File: src/rtl/com_to_between.sv
// UART (8N1) receiver feeding a small FIFO, drained to a neighbour board over a 4-phase req/ack handshake.
// Define COM_TO_BETWEEN_CRC8_EN to enable the running CRC8 (poly 0x07) of delivered bytes; otherwise crc is 0x00.
`timescale 1ns/1ps

module com_to_between #(
    parameter int CLKS_PER_BIT = 16,
    parameter int FIFO_DEPTH   = 4
) (
    input  logic                        clk,
    input  logic                        reset,
    input  logic                        rx,
    output logic [7:0]                  t_out,
    output logic                        tsent,
    input  logic                        trecieve,
    output logic [$clog2(FIFO_DEPTH):0] fifo_count,
    output logic                        frame_err,
    output logic                        overrun,
    output logic [7:0]                  crc
);

    localparam int AW   = $clog2(FIFO_DEPTH);
    localparam int CW   = AW + 1;
    localparam int CNTW = $clog2(CLKS_PER_BIT);

    localparam logic [CNTW-1:0] BIT_LAST  = CNTW'(CLKS_PER_BIT - 1);
    localparam logic [CNTW-1:0] HALF_LAST = CNTW'(CLKS_PER_BIT / 2 - 1);
    localparam logic [CW-1:0]   FULL_CNT  = CW'(FIFO_DEPTH);

    typedef enum logic [2:0] {R_IDLE, R_START, R_DATA, R_STOP, R_BREAK} rxState_t;
    typedef enum logic [1:0] {H_IDLE, H_REQ, H_REL} hsState_t;

    rxState_t        rxState;
    hsState_t        hsState;
    logic            rxMeta, rxSync;
    logic            ackMeta, ackSync;
    logic [CNTW-1:0] bitCnt;
    logic [2:0]      bitIdx;
    logic [7:0]      rxShift;
    logic            pushReq;
    logic [7:0]      mem [FIFO_DEPTH];
    logic [AW-1:0]   wrPtr, rdPtr;
    logic            full, empty, pop, doPush;

    // rx idles high, so its synchronizer resets to 1 to avoid a false start bit after reset.
    always_ff @(posedge clk or negedge reset) begin
        if (!reset) begin
            rxMeta  <= 1'b1;
            rxSync  <= 1'b1;
            ackMeta <= 1'b0;
            ackSync <= 1'b0;
        end else begin
            // NOTE: non-blocking assignments keep the two flops a true shift chain.
            rxMeta  <= rx;
            rxSync  <= rxMeta;
            ackMeta <= trecieve;
            ackSync <= ackMeta;
        end
    end

    always_ff @(posedge clk or negedge reset) begin
        if (!reset) begin
            rxState   <= R_IDLE;
            bitCnt    <= '0;
            bitIdx    <= '0;
            rxShift   <= '0;
            pushReq   <= 1'b0;
            frame_err <= 1'b0;
        end else begin
            pushReq   <= 1'b0;
            frame_err <= 1'b0;
            case (rxState)
                R_IDLE: begin
                    bitCnt <= '0;
                    if (!rxSync) rxState <= R_START;
                end
                R_START: begin
                    if (bitCnt == HALF_LAST) begin
                        bitCnt  <= '0;
                        bitIdx  <= '0;
                        rxState <= rxSync ? R_IDLE : R_DATA;
                    end else begin
                        bitCnt <= bitCnt + 1'b1;
                    end
                end
                R_DATA: begin
                    if (bitCnt == BIT_LAST) begin
                        bitCnt  <= '0;
                        rxShift <= {rxSync, rxShift[7:1]};
                        if (bitIdx == 3'd7) rxState <= R_STOP;
                        else                bitIdx  <= bitIdx + 1'b1;
                    end else begin
                        bitCnt <= bitCnt + 1'b1;
                    end
                end
                R_STOP: begin
                    if (bitCnt == BIT_LAST) begin
                        bitCnt <= '0;
                        if (rxSync) begin
                            pushReq <= 1'b1;
                            rxState <= R_IDLE;
                        end else begin
                            frame_err <= 1'b1;
                            rxState   <= R_BREAK;
                        end
                    end else begin
                        bitCnt <= bitCnt + 1'b1;
                    end
                end
                R_BREAK: begin
                    if (rxSync) rxState <= R_IDLE;
                end
                default: rxState <= R_IDLE;
            endcase
        end
    end

    assign full   = (fifo_count == FULL_CNT);
    assign empty  = (fifo_count == '0);
    assign pop    = (hsState == H_REQ) && tsent && ackSync;
    assign doPush = pushReq && (!full || pop);

    // NOTE: the storage array has no reset; fifo_count guarantees a stale entry is never read.
    always_ff @(posedge clk) begin
        if (doPush) mem[wrPtr] <= rxShift;
    end

    always_ff @(posedge clk or negedge reset) begin
        if (!reset) begin
            wrPtr      <= '0;
            rdPtr      <= '0;
            fifo_count <= '0;
            overrun    <= 1'b0;
        end else begin
            if (doPush) wrPtr <= wrPtr + 1'b1;
            if (pop)    rdPtr <= rdPtr + 1'b1;
            if (doPush && !pop)      fifo_count <= fifo_count + 1'b1;
            else if (pop && !doPush) fifo_count <= fifo_count - 1'b1;
            if (pushReq && full && !pop) overrun <= 1'b1;
        end
    end

    // t_out is latched from the head one cycle before tsent rises and held until the next load.
    always_ff @(posedge clk or negedge reset) begin
        if (!reset) begin
            hsState <= H_IDLE;
            t_out   <= 8'h00;
            tsent   <= 1'b0;
        end else begin
            case (hsState)
                H_IDLE: begin
                    if (!empty && !ackSync) begin
                        t_out   <= mem[rdPtr];
                        hsState <= H_REQ;
                    end
                end
                H_REQ: begin
                    if (!tsent) begin
                        tsent <= 1'b1;
                    end else if (ackSync) begin
                        tsent   <= 1'b0;
                        hsState <= H_REL;
                    end
                end
                H_REL: begin
                    if (!ackSync) hsState <= H_IDLE;
                end
                default: hsState <= H_IDLE;
            endcase
        end
    end

`ifdef COM_TO_BETWEEN_CRC8_EN
    function automatic logic [7:0] crc8Next(input logic [7:0] c, input logic [7:0] d);
        logic [7:0] x;
        x = c ^ d;
        for (int i = 0; i < 8; i++) x = x[7] ? ((x << 1) ^ 8'h07) : (x << 1);
        return x;
    endfunction

    always_ff @(posedge clk or negedge reset) begin
        if (!reset)   crc <= 8'h00;
        else if (pop) crc <= crc8Next(crc, t_out);
    end
`else
    assign crc = 8'h00;
`endif

endmodule

File: config.mk
export PLATFORM = sky130hd
export DESIGN_NAME = com_to_between
export DESIGN_NICKNAME = d
export VERILOG_FILES = /design/src/rtl/com_to_between.sv
export SDC_FILE = /design/constraint.sdc
export NUM_CORES = 1
export LEC_CHECK = 0
export CAP_MARGIN = 5
export CORE_MARGIN = 2
export CORE_UTILIZATION = 57
export CTS_BUF_LIST = sky130_fd_sc_hd__clkbuf_16
export DETAILED_ROUTE_END_ITERATION = 12
export PLACE_DENSITY = 0.79
export REMOVE_ABC_BUFFERS = 1
export SETUP_SLACK_MARGIN = 0.4
export SYNTH_ARGS = -nofsm -noshare
export SYNTH_HDL_FRONTEND = slang
export SYNTH_SLANG_ARGS = --single-unit
export TNS_END_PERCENT = 20
File: constraint.sdc
create_clock -name clk -period 2.7 [get_ports clk]
set_input_delay 0.54 -clock clk [delete_from_list [all_inputs] [get_ports clk]]
set_output_delay 0.54 -clock clk [all_outputs]
set_load 0.01 [all_outputs]
==> results of run 1 <==
[final timing paths]
path	depth (start not counted)	from	to	slack (ns)
worst min-delay path	0	ackMeta	ackSync	0.35
min in group asynchronous	1	reset	fifo_count[1]	0.36
max in group asynchronous	1	reset	wrPtr[1]	1.74
worst max-delay path	8	hsState[1]	fifo_count[2]	0.59
worst min register to register	0	ackMeta	ackSync	0.35
worst max register to register	8	hsState[1]	fifo_count[2]	0.59
[metal layers]
| layer | global-route usage (%) | wire length (um) | up-vias |
|---|---|---|---|
| li1 | - | - | 770 |
| met1 | 23.2 | 2150 | 802 |
| met2 | 28.1 | 2390 | 39 |
| met3 | 5.86 | 180 | 10 |
| met4 | 7.89 | 85 | 0 |
| met5 | 0 | 0 | - |
[state kept, by name (all words and copies together) (netlist names), 2 cells and up]
signal      cells
bitIdx          3
fifo_count      3
bitCnt          4
rxState         3
rdPtr           2
t_out           8
mem            32
rxShift         8
hsState         2
wrPtr           2
[power breakdown]
part / internal (uW) / switching (uW) / leakage, uW
Clock: 805 / 447 / 0.000147
Combinational: 587 / 344 / 0.000539
Sequential: 1380 / 295 / 0.000860
[area by class of cell]
cell class              count  area share, %
clock buffers               9           6.12
repair buffers             18           4.69
clock inverters             7           2.48
inverters                   7          0.714
flip-flops and latches     75           55.4
multi-input cells         112           28.2
well taps                  72           2.45
[worst reg2reg max path, delay by kind of cell (launching register included)]
family	cells	cell delay, ns
adders and majority gates	2	0.59
buffers and inverters	1	0.06
and+or+nand+nor	2	0.36
AOI/OAI and AO/OA	1	0.28
DFF	1	0.41
xor gates and xnor gates	2	0.32
[stage by stage]
stage | power (uW) | hold WS (ns) | utilization (%) | setup WS [ns] | cells
after floorplan | 2250 | 0.244 | - | 0.624 | 194
after global placement | 2570 | 0.338 | 61.4 | 0.510 | 283
after detailed placement | 2610 | 0.336 | 61.4 | 0.454 | 283
after CTS | 3870 | 0.349 | 67.2 | 0.411 | 299
after global routing | 4060 | 0.354 | 67.7 | 0.434 | 300
final | 3860 | 0.348 | 67.7 | 0.594 | 300
[placed cells by master, fill, tap and decap left out, types with 3 or more instances in the layout]
cell and instances:
a21oi_1 4, and2_1 5, clkbuf_16 9, clkdlybuf4s50_1 16, conb_1 8, dfrtp_1 41
edfxtp_1 32, ha_1 8, inv_1 7, mux2_1 9, mux2_4 8, mux4_2 8
nand2_1 6, nor2_1 9, nor2b_1 3, o21ai_0 3, xnor2_1 5
[timing repair]
item | 4_1_cts | 5_1_grt
hold endpoints to repair | 0 | 0
gates resized for setup | 0 | 2
setup endpoints to repair | 0 | 2
setup buffers | 0 | 1
[cells by family after synthesis]
| kind of cell | count (synthesis) | share of synthesized area (%) |
|---|---|---|
| DFF | 75 | 64.5 |
| muxes | 28 | 13.7 |
| buffers and inverters | 24 | 4.08 |
| xor gates and xnor gates | 7 | 1.94 |
| AOI/OAI and AO/OA | 21 | 4.79 |
| adders and majority gates | 9 | 3.80 |
| and+or+nand+nor | 39 | 7.04 |
| other | 1 | 0.119 |
==> flow_summary.json, run 1 <==
{
  "status": "completed",
  "grt_max_degree": 44,
  "finalClockSkew_ns": 0.00580,
  "io_buffers": 17,
  "io_pins": 26,
  "finalCritPeriodShare_pct": 78.0,
  "crit_buf_inv": 1,
  "crit_fanout": 6,
  "grt_pass1_vias": 1669,
  "cts_tree": "built",
  "yosysSeqAreaShare_pct": 64.5,
  "synth_most_common_cell": "dfrtp_1",
  "fin_tns_setup_ns": 0,
  "viasPerCell": 5.40,
  "cpMostUsedCell": "xor2_1",
  "path_cells": "nand4b_4 -> a31oi_4 -> ha_1 -> inv_1 -> fa_1 -> xor2_1 -> nor2_1 -> xor2_1",
  "powerDensity_nw_per_um2": 1050,
  "yosysTopAreaCell": "dfrtp_1",
  "finalSetupViolCount": 0,
  "synth-seq-cells": 75,
  "core_area_sq_um": 5440,
  "cpMaxStageDelayCell": "dfrtp_1",
  "cpLargestDelayFamily": "adder cells",
  "seq_area_sq_um": 2040,
  "n_fill_cell": 360,
  "clkTransAtPathRegs_ns": 0.06,
  "numCtsBuffers": 9,
  "yosys-top-cells-count": "dfrtp_1, edfxtp_1, buf_4, mux2_1, nor2_1",
  "grt_pass1_wl_um": 8110,
  "dieArea_sq_um": 6160,
  "synth_top_area_share_pct": 32.4,
  "fmax_ghz": 0.475,
  "syn_area_sq_um": 3160,
  "cp.required_ns": 2.95,
  "ys.flop_type": "dfrtp_1",
  "antenna_cells": 0,
  "antenna_found_initial": 0,
  "area_delta_synth_final_pct": 16.5,
  "antenna_left": 0,
  "end_kind": "flop",
  "crit_path_start_kind": "flop",
  "root_buffer": "clkbuf_16",
  "drt_iter0_drc": 106,
  "wl_per_cell_um": 16.0,
  "hold_buffers": 0,
  "hold_viol": 0,
  "routed-via-count": 1621,
  "relSlewSlack_pct": 36.4,
  "start_util_pct": 58.1,
  "slowest_delay_ns": 0.41,
  "avgSynthCellArea_sq_um": 15.5,
  "min_path_type": "flop to flop",
  "wl_um": 4810,
  "cts_max_level": 3,
  "worst_slew_pin_slew_ns": 0.954,
  "crit_arrival_ns": 2.35,
  "synth-edff-count": 32,
  "ir_drop_mv": 0.611,
  "multiInputGateArea_sq_um": 1040,
  "dr.pass1.iters": 4,
  "gp_congestion": 0.794,
  "fin_crit_ns": 2.11,
  "clock_latency_ns": 0.33,
  "grt_usage_pct": 18.0,
  "yosys_warnings": 0,
  "synth_cells": 204,
  "drive_above_1_share_pct": 16.7,
  "grt-ovfl-total": 0,
  "hpwl_um": 3100,
  "max-cap-violations": 0,
  "leakage_uw": 0.00155,
  "die_h_um": 78.5,
  "cts_buffer_depth": 2,
  "drcViolationCount": 0,
  "rows": 27,
  "synth_cell_types": 47,
  "design_area_sq_um": 3680,
  "synth_async_sr_flop_share_pct": 57.3,
  "synth_area_leaders": "dfrtp_1, edfxtp_1, mux4_2, mux2_4, mux2_1",
  "die-width_um": 78.5,
  "slew_violations": 0,
  "rsz0062_at_grt": "false",
  "final_nets": 236,
  "placed_cell_area_sq_um": 3340,
  "cts_sinks": 75,
  "path_class": "flop to flop"
}
No activity file was read; power rests on OpenSTA's default activity.
==> run 2, diff against run 1 <==
==> constraint.sdc (replaced) <==
create_clock -name clk -period 2 [get_ports clk]
set_input_delay 0.4 -clock clk [delete_from_list [all_inputs] [get_ports clk]]
set_output_delay 0.4 -clock clk [all_outputs]
set_load 0.01 [all_outputs]
==> run 2 against run 1 <==
Worst hold slack got worse by 0.31 ns. Sequential share of layout area is 3.2 points lower. Power is 48% higher. Routed wire length up 15%. Critical endpoint unchanged. Largest power group unchanged. Worst setup slack worse by 0.49 ns. Highest routed layer unchanged. Fmax rose by 11%.
==> flow_summary.json, run 2 (synthesis gave the netlist of run 1 again) <==
{
  "grt_max_degree": 24,
  "groute.layer.met2.usage_pct": 30.3,
  "use_met3_pct": 4.25,
  "finalCritPeriodShare_pct": 94.7,
  "final_nets": 254,
  "seqPwrFrac_pct": 37.1,
  "crit_arrival_ns": 2.13,
  "gp_congestion": 0.784,
  "p_clk_share_pct": 33.9,
  "finalNonFillerCells": 318,
  "r2r_cells": 8,
  "worstReg2RegEnd": "fifo_count[2]",
  "min_path_type": "input port to asynchronous set/reset pin",
  "status": "completed",
  "drt_iter0_drc": 103,
  "die_h_um": 78.5,
  "clkTransAtPathRegs_ns": 0.05,
  "antenna_left": 0,
  "reg2reg_slack_ns": 0.11,
  "routed-via-count": 1757,
  "hpwl_um": 3450,
  "hold_buffers": 0,
  "root_buffer": "clkbuf_16",
  "antenna_found_initial": 0,
  "finalClockSkew_ns": 0.00659,
  "die-width_um": 78.5,
  "fin_tns_setup_ns": 0,
  "numCtsBuffers": 9,
  "crit_fanout": 2,
  "fmax_ghz": 0.528,
  "grt_busiest_layer": "met2",
  "grt.met1_usage_pct": 25.5,
  "io_pins": 26,
  "wl_um": 5520,
  "clock_latency_ns": 0.33,
  "wl_per_cell_um": 17.4,
  "cts_sinks": 75,
  "area_delta_synth_final_pct": 23.6,
  "largest_reg_flops": 32,
  "grt-ovfl-total": 0,
  "end_kind": "flop",
  "cts_tree": "built",
  "total_power_uw": 5720,
  "core_area_sq_um": 5440,
  "path_class": "flop to flop",
  "p_sw_uw": 1540,
  "drive_above_1_share_pct": 26.4,
  "p_comb_share_pct": 29.1,
  "relSlewSlack_pct": 66.1,
  "drcViolationCount": 0,
  "layout_commonest_cell": "dfrtp_1",
  "slew_violations": 0,
  "top_regs": "mem (32), rxShift (8), t_out (8)",
  "final_cell_mix": "dfrtp_1, edfxtp_1, buf_4",
  "antenna_cells": 0,
  "leakage_uw": 0.00170,
  "finalSetupViolCount": 0,
  "grt_pass1_wl_um": 8770,
  "rsz0062_at_grt": "true",
  "grt_usage_pct": 19.7,
  "timing.rr.start": "hsState[1]",
  "powerDensity_nw_per_um2": 1460,
  "switching_share_pct": 27.0,
  "internal-power_uw": 4180,
  "cp.required_ns": 2.24,
  "rows": 27,
  "worst_slew_pin_slew_ns": 0.509,
  "hold_viol": 0,
  "largest-register": "mem",
  "cts_buffer_depth": 2,
  "max-cap-violations": 0,
  "viasPerCell": 5.53,
  "dr.pass1.iters": 4,
  "place_inst": 299,
  "grt_pass1_vias": 1731,
  "cts_max_level": 3,
  "whs_ns": 0.0397,
  "ir_drop_mv": 0.707,
  "start_util_pct": 58.1,
  "dieArea_sq_um": 6160,
  "io_buffers": 17,
  "fin_crit_ns": 1.89,
  "crit_path_start_kind": "flop"
}
run 2: cell count changes in the layout (fill, tap and decap cells not counted), sizes merged:
cell / change
bufinv: +2
clkdlybuf4s50: -3
dlymetal6s2s: +3
buf: +18
clkinvlp: -2
run 2: power groups by stage:
stage          clock (uW)  sequential [uW]  combinational [uW]
2_1_floorplan           0             2250                 790
3_3_place_gp            0             2110                1520
3_5_place_dp            0             2120                1580
4_1_cts              1980             2120                1670
5_1_grt              2030             2150                1810
6_report             1940             2120                1660
run 2: how the worst max path moves through the flow:
stage	from	end	slack [ns]	cells past startpoint
final	hsState[1]	fifo_count[2]	0.11	8
after global routing	hsState[1]	fifo_count[2]	0.03	8
after floorplan	hsState[1]	fifo_count[2]	-0.08	8
after CTS	hsState[1]	fifo_count[2]	0.13	8
after detailed placement	hsState[1]	fifo_count[2]	0.003	8
after global placement	hsState[1]	fifo_count[2]	0.06	8
run 2: area by class of cell:
cell class	count	area [sq um]
Inverter	7	26.3
Clock inverter	7	141
Multi-Input combinational cell	112	1060
Clock buffer	9	225
Fill cell	328	1530
Tap cell	72	90.1
Timing Repair Buffer	36	319
Sequential cell	75	2040
run 2: routing by layer:
| layer | wire length, um | share of wire (%) |
|---|---|---|
| met4 | 144 | 2.6 |
| met3 | 202 | 3.7 |
| met1 | 2400 | 43 |
| met2 | 2770 | 50 |
| met5 | 0 | 0 |
run 2: through the flow:
stage | util [%] | cell area [sq um] | setup WS [ns]
detailed placement | 63.6 | 3460 | 0.00349
CTS | 71.4 | 3880 | 0.135
finish | 71.8 | 3910 | 0.106
global placement | 63.6 | 3460 | 0.0620
global route | 71.8 | 3910 | 0.0324
floorplan | - | 3090 | -0.0763
run 2: critical path, stage by stage, from the launching register on:
cell and delay (ns):
dfrtp_1 0.39, nand4b_4 0.20, a31oi_4 0.23, ha_4 0.18, inv_2 0.04, fa_2 0.34
xor2_1 0.15, nor2_1 0.11, xor2_1 0.17
run 2: repair_timing:
action                                  4_1_cts  5_1_grt
pin swaps                                     2        2
setup buffers                                 1        2
endpoints found under the setup margin       67       59
gates resized for setup                      13        5
==> run 3, diff against run 2 <==
--- a/config.mk
+++ b/config.mk
@@ -5,7 +5,7 @@
 export SDC_FILE = /design/constraint.sdc
 export NUM_CORES = 1
 export LEC_CHECK = 0
-export CAP_MARGIN = 5
+export CAP_MARGIN = 20
 export CORE_MARGIN = 2
 export CORE_UTILIZATION = 57
 export CTS_BUF_LIST = sky130_fd_sc_hd__clkbuf_16
==> results of run 3 <==
Final layout, timing and power as in run 2 (identical DEF).
